### config.mk
export PLATFORM = sky130hd
export DESIGN_NAME = instr_encoder_flat
export DESIGN_NICKNAME = d
export VERILOG_FILES = /design/src/rtl/instr_encoder_pkg.sv /design/src/rtl/instr_encoder_if.sv /design/src/rtl/instr_encoder_fifo2.sv /design/src/rtl/instr_encoder.sv /design/src/flat_wrapper.sv
export SDC_FILE = /design/constraint.sdc
export NUM_CORES = 1
export LEC_CHECK = 0
export CAP_MARGIN = 20
export CORE_UTILIZATION = 50
export DETAILED_ROUTE_END_ITERATION = 7
export GPL_TIMING_DRIVEN = 0
export PLACE_DENSITY = 0.92
export SKIP_CTS_REPAIR_TIMING = 1
export SYNTH_ARGS = -nofsm -noshare
export SYNTH_HDL_FRONTEND = slang
export SYNTH_HIERARCHICAL = 1
export SYNTH_SLANG_ARGS = --single-unit
### constraint.sdc
create_clock -name clk -period 2.7 [get_ports clk]
set_input_delay 0.81 -clock clk [delete_from_list [all_inputs] [get_ports clk]]
set_output_delay 0.81 -clock clk [all_outputs]
set_load 0.1 [all_outputs]
### src/rtl/instr_encoder_pkg.sv
// Shared types for the RV32I instruction encoder: format codes, opcodes,
// FIFO state encoding and the field-to-word encode function.
package riscv_enc_pkg;

   typedef enum logic [2:0] {
      FMT_R = 3'd0,
      FMT_I = 3'd1,
      FMT_S = 3'd2,
      FMT_B = 3'd3,
      FMT_U = 3'd4,
      FMT_J = 3'd5
   } fmt_e;

   localparam logic [6:0] OP_REG    = 7'h33;
   localparam logic [6:0] OP_IMM    = 7'h13;
   localparam logic [6:0] OP_STORE  = 7'h23;
   localparam logic [6:0] OP_BRANCH = 7'h63;
   localparam logic [6:0] OP_LUI    = 7'h37;
   localparam logic [6:0] OP_JAL    = 7'h6F;

   typedef enum logic [1:0] {
      ST_EMPTY = 2'd0,
      ST_ONE   = 2'd1,
      ST_FULL  = 2'd2
   } fifo_state_e;

   typedef struct packed {
      logic [6:0]  op;
      logic [2:0]  f3;
      logic [6:0]  f7;
      logic [4:0]  rs1;
      logic [4:0]  rs2;
      logic [4:0]  rd;
      logic [31:0] imm;
   } fields_t;

   // Illegal format codes fall through to the R layout.
   function automatic logic [31:0] encode(input logic [2:0] fmt, input fields_t f);
      logic [31:0] word;
      case (fmt_e'(fmt))
         FMT_I:   word = {f.imm[11:0], f.rs1, f.f3, f.rd, f.op};
         FMT_S:   word = {f.imm[11:5], f.rs2, f.rs1, f.f3, f.imm[4:0], f.op};
         FMT_B:   word = {f.imm[12], f.imm[10:5], f.rs2, f.rs1, f.f3,
                          f.imm[4:1], f.imm[11], f.op};
         FMT_U:   word = {f.imm[31:12], f.rd, f.op};
         FMT_J:   word = {f.imm[20], f.imm[10:1], f.imm[11], f.imm[19:12],
                          f.rd, f.op};
         default: word = {f.f7, f.rs2, f.rs1, f.f3, f.rd, f.op};
      endcase
      return word;
   endfunction

endpackage

### src/rtl/instr_encoder_if.sv
// Bundle/word handshake between the stimulus source and the encoder.
// master = source/sink side, slave = encoder side.
interface instr_encoder_if #(
   parameter int ADDR_W = 10
);
   logic              in_valid;
   logic              in_ready;
   logic [2:0]        fmt;
   logic [6:0]        cmdOp;
   logic [2:0]        cmdF3;
   logic [6:0]        cmdF7;
   logic [4:0]        rs1;
   logic [4:0]        rs2;
   logic [4:0]        rd;
   logic [31:0]       imm;
   logic              out_valid;
   logic              out_ready;
   logic [31:0]       out_instr;
   logic [ADDR_W-1:0] out_addr;
   logic [ADDR_W:0]   count;
   logic              err;

   modport master (
      output in_valid, fmt, cmdOp, cmdF3, cmdF7, rs1, rs2, rd, imm, out_ready,
      input  in_ready, out_valid, out_instr, out_addr, count, err
   );

   modport slave (
      input  in_valid, fmt, cmdOp, cmdF3, cmdF7, rs1, rs2, rd, imm, out_ready,
      output in_ready, out_valid, out_instr, out_addr, count, err
   );
endinterface

### src/rtl/instr_encoder_fifo2.sv
// Two-entry FIFO with the head held in a dedicated register so the output
// data comes straight from a flop.
module enc_fifo2
   import riscv_enc_pkg::*;
#(
   parameter int W = 42
) (
   input  logic         clk,
   input  logic         rst,
   input  logic         i_push,
   input  logic         i_pop,
   input  logic [W-1:0] i_data,
   output logic [W-1:0] o_data,
   output logic         o_full,
   output logic         o_empty
);
   fifo_state_e  r_state;
   fifo_state_e  w_next;
   logic [W-1:0] r_head;
   logic [W-1:0] r_tail;
   logic         w_push;
   logic         w_pop;

   assign w_push = i_push && (r_state != ST_FULL);
   assign w_pop  = i_pop  && (r_state != ST_EMPTY);

   // NOTE: sequential state uses non-blocking assignments so every flop samples pre-edge values.
   always_ff @(posedge clk) begin
      if (rst) r_state <= ST_EMPTY;
      else     r_state <= w_next;
   end

   // NOTE: default assignment first keeps this combinational block latch-free.
   always_comb begin
      w_next = r_state;
      case (r_state)
         ST_EMPTY: if (w_push)            w_next = ST_ONE;
         ST_ONE:   if (w_push && !w_pop)  w_next = ST_FULL;
                   else if (!w_push && w_pop) w_next = ST_EMPTY;
         ST_FULL:  if (w_pop)             w_next = ST_ONE;
         default:                         w_next = ST_EMPTY;
      endcase
   end

   always_comb begin
      o_full  = (r_state == ST_FULL);
      o_empty = (r_state == ST_EMPTY);
   end

   // NOTE: both entries are reset because the head is visible on the output right after reset.
   always_ff @(posedge clk) begin
      if (rst) begin
         r_head <= '0;
         r_tail <= '0;
      end else begin
         case (r_state)
            ST_EMPTY: if (w_push) r_head <= i_data;
            ST_ONE: begin
               if (w_push && w_pop) r_head <= i_data;
               else if (w_push)     r_tail <= i_data;
            end
            ST_FULL:  if (w_pop)  r_head <= r_tail;
            default: ;
         endcase
      end
   end

   assign o_data = r_head;
endmodule

### src/rtl/instr_encoder.sv
// RV32I field-bundle encoder with sequential word addressing and a 2-entry
// output buffer. Define ENC_CHECK_EN to enable the sticky immediate/format error.
module instr_encoder
   import riscv_enc_pkg::*;
#(
   parameter int ADDR_W    = 10,
   parameter int BASE_ADDR = 0
) (
   input  logic            clk,
   input  logic            rst,
   input  logic            start,
   instr_encoder_if.slave  bus
);
   localparam int                DATA_W  = 32 + ADDR_W;
   localparam logic [ADDR_W-1:0] BASE    = ADDR_W'(BASE_ADDR);
   localparam logic [ADDR_W-1:0] ADDR_1  = ADDR_W'(1);
   localparam logic [ADDR_W:0]   CNT_ONE = (ADDR_W+1)'(1);
   localparam logic [ADDR_W:0]   CNT_MAX = '1;

   fields_t           w_fields;
   logic [31:0]       w_instr;
   logic [ADDR_W-1:0] w_cur_addr;
   logic [DATA_W-1:0] w_head;
   logic              w_full;
   logic              w_empty;
   logic              w_accept;
   logic              w_pop;
   logic [ADDR_W-1:0] r_addr;
   logic [ADDR_W:0]   r_count;

   always_comb begin
      w_fields = '{op: bus.cmdOp, f3: bus.cmdF3, f7: bus.cmdF7, rs1: bus.rs1,
                   rs2: bus.rs2, rd: bus.rd, imm: bus.imm};
      w_instr  = encode(bus.fmt, w_fields);
   end

   assign w_accept   = bus.in_valid && !w_full;
   assign w_pop      = !w_empty && bus.out_ready;
   // A start in the accept cycle hands BASE to that very word.
   assign w_cur_addr = start ? BASE : r_addr;

   enc_fifo2 #(.W(DATA_W)) u_fifo (
      .clk     (clk),
      .rst     (rst),
      .i_push  (w_accept),
      .i_pop   (w_pop),
      .i_data  ({w_instr, w_cur_addr}),
      .o_data  (w_head),
      .o_full  (w_full),
      .o_empty (w_empty)
   );

   assign bus.in_ready  = !w_full;
   assign bus.out_valid = !w_empty;
   assign bus.out_instr = w_head[DATA_W-1 -: 32];
   assign bus.out_addr  = w_head[ADDR_W-1:0];
   assign bus.count     = r_count;

   always_ff @(posedge clk) begin
      if (rst) begin
         r_addr  <= BASE;
         r_count <= '0;
      end else begin
         if (w_accept)   r_addr <= w_cur_addr + ADDR_1;
         else if (start) r_addr <= BASE;

         if (start)                                r_count <= w_accept ? CNT_ONE : '0;
         else if (w_accept && r_count != CNT_MAX)  r_count <= r_count + CNT_ONE;
      end
   end

`ifdef ENC_CHECK_EN
   logic w_bad;
   logic w_sx12;
   logic w_sx13;
   logic w_sx21;
   logic r_err;

   always_comb begin
      w_sx12 = (&bus.imm[31:11]) || !(|bus.imm[31:11]);
      w_sx13 = (&bus.imm[31:12]) || !(|bus.imm[31:12]);
      w_sx21 = (&bus.imm[31:20]) || !(|bus.imm[31:20]);
      w_bad  = 1'b0;
      case (fmt_e'(bus.fmt))
         FMT_R:        w_bad = 1'b0;
         FMT_I, FMT_S: w_bad = !w_sx12;
         FMT_B:        w_bad = bus.imm[0] || !w_sx13;
         FMT_U:        w_bad = |bus.imm[11:0];
         FMT_J:        w_bad = bus.imm[0] || !w_sx21;
         default:      w_bad = 1'b1;
      endcase
   end

   always_ff @(posedge clk) begin
      if (rst)                     r_err <= 1'b0;
      else if (start)              r_err <= w_accept && w_bad;
      else if (w_accept && w_bad)  r_err <= 1'b1;
   end

   assign bus.err = r_err;
`else
   logic w_unused_imm0;
   assign w_unused_imm0 = bus.imm[0];
   assign bus.err       = 1'b0;
`endif
endmodule

### src/flat_wrapper.sv
// flat-port wrapper written by rule: the top's interface ports become plain ports
module instr_encoder_flat import riscv_enc_pkg::*;
#(
   parameter int ADDR_W    = 10,
   parameter int BASE_ADDR = 0
)
  (clk, rst, start, bus_in_valid, bus_fmt, bus_cmdOp, bus_cmdF3, bus_cmdF7, bus_rs1, bus_rs2, bus_rd, bus_imm, bus_out_ready, bus_in_ready, bus_out_valid, bus_out_instr, bus_out_addr, bus_count, bus_err);
  instr_encoder_if #(.ADDR_W(ADDR_W)) bus_i ();
  input  logic clk;
  input  logic rst;
  input  logic start;
  input wire logic [$bits(bus_i.in_valid)-1:0] bus_in_valid;
  input wire logic [$bits(bus_i.fmt)-1:0] bus_fmt;
  input wire logic [$bits(bus_i.cmdOp)-1:0] bus_cmdOp;
  input wire logic [$bits(bus_i.cmdF3)-1:0] bus_cmdF3;
  input wire logic [$bits(bus_i.cmdF7)-1:0] bus_cmdF7;
  input wire logic [$bits(bus_i.rs1)-1:0] bus_rs1;
  input wire logic [$bits(bus_i.rs2)-1:0] bus_rs2;
  input wire logic [$bits(bus_i.rd)-1:0] bus_rd;
  input wire logic [$bits(bus_i.imm)-1:0] bus_imm;
  input wire logic [$bits(bus_i.out_ready)-1:0] bus_out_ready;
  output wire logic [$bits(bus_i.in_ready)-1:0] bus_in_ready;
  output wire logic [$bits(bus_i.out_valid)-1:0] bus_out_valid;
  output wire logic [$bits(bus_i.out_instr)-1:0] bus_out_instr;
  output wire logic [$bits(bus_i.out_addr)-1:0] bus_out_addr;
  output wire logic [$bits(bus_i.count)-1:0] bus_count;
  output wire logic [$bits(bus_i.err)-1:0] bus_err;
  assign bus_i.in_valid = bus_in_valid;
  assign bus_i.fmt = bus_fmt;
  assign bus_i.cmdOp = bus_cmdOp;
  assign bus_i.cmdF3 = bus_cmdF3;
  assign bus_i.cmdF7 = bus_cmdF7;
  assign bus_i.rs1 = bus_rs1;
  assign bus_i.rs2 = bus_rs2;
  assign bus_i.rd = bus_rd;
  assign bus_i.imm = bus_imm;
  assign bus_i.out_ready = bus_out_ready;
  assign bus_in_ready = bus_i.in_ready;
  assign bus_out_valid = bus_i.out_valid;
  assign bus_out_instr = bus_i.out_instr;
  assign bus_out_addr = bus_i.out_addr;
  assign bus_count = bus_i.count;
  assign bus_err = bus_i.err;
  instr_encoder #(.ADDR_W(ADDR_W), .BASE_ADDR(BASE_ADDR)) u_core (.clk(clk), .rst(rst), .start(start), .bus(bus_i));
endmodule
Word-level counts from Yosys, hierarchy flattened
Cells that the tools add are included.

Register bits after elaboration: 107. Latch bits: 0. Bits in writable memories: 0. Bits in read-only memories: 0. Bits of input ports: 72. Output and inout bits: 56. Word-level logic and storage cells: 55. Memories kept: 0.

Add/sub/neg operators: 2. Multipliers: 0. Divide/modulo/power cells: 0. $lt $le $gt $ge: 0. Equality and inequality tests: 13. Shift-type cells: 0. Multiplexer cells: 15. Bitwise logic cells: 1. Reductions and logical operators: 19.

Operators with widths (number): $pmux W32 S5 (1); $mux W42 (3); $pmux W42 S3 (1); $mux W11 (2); $mux W10 (2); $add A11 B1 Y11 const B (1); $ne A11 B11 Y1 const B (1); $add A10 B1 Y10 const B (1); $logic_and A1 B1 Y1 (8); $mux W2 (4); $ne A2 B2 Y1 const B (4); $eq A3 B2 Y1 const B (2); $eq A3 B3 Y1 const B (2); $pmux W2 S3 (1); $reduce_and A3 Y1 (2); $logic_not A1 Y1 (4); $reduce_and A4 Y1 (1); $reduce_bool A2 Y1 (2); $eq A3 B1 Y1 const B (1); $ne A3 B3 Y1 const B (1); $reduce_bool A3 Y1 (1); $eq A2 B1 Y1 const B (1); $eq A2 B2 Y1 const B (1); $logic_not A2 Y1 (1); 2 further kinds (2).

Longest topological paths before layout
Depth after elaboration: 9. Gate-level depth with buffers: 13. Gate-level depth less buffers: 8.

Hierarchy
The synthesis kept the hierarchy.

Modules (own cells, without submodules): enc_fifo2 (times used 1, cells each 446, area an instance 3890.0 µm², seq. area each 1721.7 µm²); instr_encoder (times used 1, cells each 231, area an instance 1652.8 µm², seq. area each 420.4 µm²).

Least setup slack after synthesis
No wires, ideal clock.

Kind: register to register. Start point: register u_core.r_count[0] (netlist: u_core/bus.count[0]). End point: register u_core.r_count[0] (netlist: u_core/bus.count[0]). Library setup time: 70 ps. Data arrival time: 2260 ps. Required time: 2630 ps. Path slack: 370 ps. Cell stages (with the launch flop): 7. Path buffers: 0. Period minus slack after synthesis: 2330 ps. Cells stage by stage: dfxtp_1 > ha_1 > nand4_4 > nor3_4 > nor2_2 > or3b_1 > a21oi_1.

Word-level cells in the longest chain between the ends: 3. Elaborated cells on any way between the ends: 6. Classes of those cells: add/sub: 1; eq/ne: 1; mux: 2; reduce/logical: 2.

Ends and longest elaborated chain: start: declaration (RTL line instr_encoder.sv:29) `logic [ADDR_W:0] r_count;`; start signal: assignment (RTL line instr_encoder.sv:67) `if (start) r_count <= w_accept ? CNT_ONE : '0;`; start signal: assignment (RTL line instr_encoder.sv:68) `else if (w_accept && r_count != CNT_MAX) r_count <= r_count + CNT_ONE;`; $add A11 B1 Y11 / $ne A11 B11 Y1 (equally long branches) (RTL line instr_encoder.sv:68); $mux W11 / $logic_and A1 B1 Y1 (equally long branches) (RTL line instr_encoder.sv:68); $mux W11 / $reduce_bool A2 Y1 (equally long branches).

Several ways; a longest one is shown, not always the timed one. The select of a mux whose other input is x is not followed. A chain may end at the register's enable or synchronous reset.

Final worst setup path
Start point: input port bus_out_ready. End point: register u_core.u_fifo.r_tail[37].

Word-level cells in the longest chain between the ends: 5.

Ends and longest elaborated chain: start: declaration (RTL line flat_wrapper.sv:21) `input wire logic [$bits(bus_i.out_ready)-1:0] bus_out_ready;`; $logic_and A1 B1 Y1 (RTL line instr_encoder.sv:38) `assign w_pop = !w_empty && bus.out_ready;`; net u_core.w_pop (RTL line instr_encoder.sv:27) `logic w_pop;`; $logic_and A1 B1 Y1 (RTL line instr_encoder_fifo2.sv:25) `assign w_pop = i_pop && (r_state != ST_EMPTY);`; $logic_and A1 B1 Y1 (RTL line instr_encoder_fifo2.sv:59) `if (w_push && w_pop) r_head <= i_data;`; $not A1 Y1 (no line); $reduce_and A3 Y1 (no line); end signal: assignment (RTL line instr_encoder_fifo2.sv:60) `else if (w_push) r_tail <= i_data;`; end: declaration (RTL line instr_encoder_fifo2.sv:20) `logic [W-1:0] r_tail;`.

The timed path passes the listed nets, and every way through them passes these cells.

==> results_dict.tcl <==
set metrics [dict create \
    syn_inst 677 \
    routedWlPerCell_um 16.1 \
    crit_path_end_kind "flip-flop" \
    skew_ns 0.0126 \
    vias_per_cell 5.80 \
    grt_max_degree 17 \
    dpl_worst_slack_ns -0.403 \
    drt_wl_total_mm 15.4 \
    grt_overflow_total 0 \
    slew_viol_final 0 \
    critPathMaxFanout 10 \
    finalHoldViolCount 0 \
    initialDrtViolationCount 425 \
    cp_common_cell "clkbuf_1" \
    synth_top_area_cell "dfxtp_1" \
    dpl-instance-area_mm2 0.00696 \
    cts_made_buffers 9 \
    coreArea_mm2 0.0108 \
    place.gp.congestion 0.814 \
    power_density_mw_per_mm2 615 \
    ys_seq_elements 107 \
    clock_path_buffers 2 \
    finish.instance_area_mm2 0.00730 \
    tightest_slew_ns 1.05 \
    maxCapViolCount 0 \
    grt_antenna_before_repair 0 \
    crit_path_top_delay_cell "clkdlybuf4s50_1" \
    async_flop_share 0 \
    setup_ws_ns 0.0179 \
    drive_gt1_frac 0.127 \
    syn_avg_cell_area_um2 8.19 \
    clock_latency_ns 0.38 \
    synth-edff-count 0 \
    required_ns 2.99 \
    relSlewSlack 0.302 \
    drc 0 \
    drtAntennaViolNets 0 \
    status "completed" \
    die_h_um 107 \
    slowest_delay_ns 0.49 \
    start_util 0.511 \
    synth_area_mm2 0.00554 \
    rows 38 \
    syn_nets 751 \
    fmax_ghz 0.373 \
    via_count 5537 \
    syn_to_final_growth_pct 31.7 \
    nets 885 \
    die_x_um 107 \
    clkTransAtPathRegs_ns 0.09 \
    htreeDepth 3 \
    finalCritPeriodShare 0.993 \
    hpwl_mm 10.8 \
    crit_type "in -> reg" \
    synth.area.top_cells "dfxtp_1 (39%), nand2_1 (15%), a311oi_2 (11%)" \
    cts_tree "yes" \
    dieArea_mm2 0.0115 \
    grt_pass1_vias 5022 \
    fillerInstances 828 \
    clock-sinks 107 \
    root_buffer "clkbuf_8" \
    io_pins 128 \
    setup_viol 0 \
    worstHoldPathType "reg -> reg" \
    vdd_drop_max_mv 0.322 \
    grt_use_total 0.260 \
    grt_first_pass_wirelength_mm 23.8 \
    synth_top_area_share 0.386 \
    synthFlopType "dfxtp_1" \
    final_util 0.673 \
    p_leak_nw 3.26 \
    diodes 0 \
    cp-start-kind "input port" \
    synth_seq_area_share 0.386 \
    layout_min_cycle_time_ns 2.68 \
    drtPass1Iterations 5 \
    cp.arrival_ns 2.97 \
    io_buffers 124 \
    cp_cell_sequence "clkdlybuf4s50_1 -> nor2b_1 -> nand4bb_1 -> clkbuf_1 -> clkbuf_1 -> nand2_1 -> a21oi_1" \
    ys_warn_count 6 \
    synth.distinct_cells 58 \
]
-- cell usage after synthesis (all sizes together) (2+ instances only) --
cell and n:
nand3b 2, nand2b 4, dfxtp 107, nor2 26
a21oi 57, and3 2, or3b 2, a22oi 9
o21ai 10, mux2i 2, a211oi 42, nand4 3
nor3 4, nand3 4, a21o 2, xnor2 7
a311oi 42, o22ai 14, clkbuf 40, ha 2
or3 2, nand2 221, nor2b 13, o22a 6
buf 21, inv 8, xor2 6, nor4 2
-- path summary, 6_finish.rpt --
check	from	endpoint	slack, ns	depth (start not counted)
worst max-delay path	bus_out_ready	u_core/u_fifo/r_tail[37]	0.02	7
worst min-delay path	u_core/u_fifo/r_tail[36]	u_core/u_fifo/r_tail[36]	0.46	2
worst max register to register	u_core/u_fifo/r_state[1]	u_core/u_fifo/r_tail[37]	0.16	11
worst min register to register	u_core/u_fifo/r_tail[36]	u_core/u_fifo/r_tail[36]	0.46	2
-- worst max-delay path, delay by kind of cell --
kind,cells,cell delay [ns]
AOI/OAI and AO/OA,1,0.22
buffers and inverters,3,1.18
and+or+nand+nor,3,0.76
-- flip-flops by register name, indices dropped and copies added (netlist names) --
name	count
u_core/r_addr	10
u_core/u_fifo/o_data	42
u_core/u_fifo/r_state	2
u_core/u_fifo/r_tail	42
u_core/bus.count	11
-- kinds of logic after synthesis --
family | share of synthesized area
fa+ha+maj | 0.00451
simple gates | 0.235
compound gates | 0.279
xor+xnor | 0.0205
other cells | 0.000677
flops | 0.386
buf+inv | 0.0702
mux | 0.00361
-- stage by stage --
step | std cells | setup TNS (ns) | total power [mW] | hold WS, ns
after floorplan | 677 | 0 | 3.02 | 0.437
after global placement | 941 | -11.59 | 3.43 | 0.441
after detailed placement | 941 | -12.68 | 3.46 | 0.447
after CTS | 955 | -3.56 | 4.48 | 0.460
after global routing | 954 | -0.0852 | 4.64 | 0.475
final | 954 | 0 | 4.49 | 0.461
-- per-layer routing --
| metal | global-route usage | vias up | share of wire |
|---|---|---|---|
| met4 | 0.103 | 0 | 0.028 |
| met5 | 0 | - | 0 |
| li1 | - | 2649 | - |
| met1 | 0.337 | 2576 | 0.41 |
| met3 | 0.0454 | 36 | 0.076 |
| met2 | 0.429 | 276 | 0.49 |
-- placed cells by master (no fill, tap or decap), drive strengths merged, types with 2 or more instances in the layout --
cell type	n
o21ai	10
or3b	2
nand3	4
xnor2	7
nand2	221
clkinvlp	2
a21o	2
mux2i	2
o22ai	14
nor2b	13
a211oi	42
bufinv	2
dfxtp	107
a311oi	42
xor2	6
buf	21
nand3b	2
dlymetal6s2s	47
nor3	4
nor4	2
ha	2
clkdlybuf4s50	76
a22oi	9
a21oi	57
clkbuf	49
inv	9
or3	2
and3	2
nor2	26
nand4	3
nand2b	4
o22a	6
-- power breakdown --
part           switching [mW]  internal (mW)
clock                   0.530          0.511
sequential             0.0712           1.70
combinational            1.16          0.516
-- final cells by class --
cell class                 instances  area (µm²)  area share
buffer                            61         357      0.0489
inverter                           9        43.8     0.00600
clock buffer                       9         124      0.0170
timing repair buffer             124        1350       0.185
tap                              140         175      0.0240
multi-input combinational        499        3020       0.414
clock inverter                     5        80.1      0.0110
sequential                       107        2140       0.294
Power figures use the tool's default switching activity.
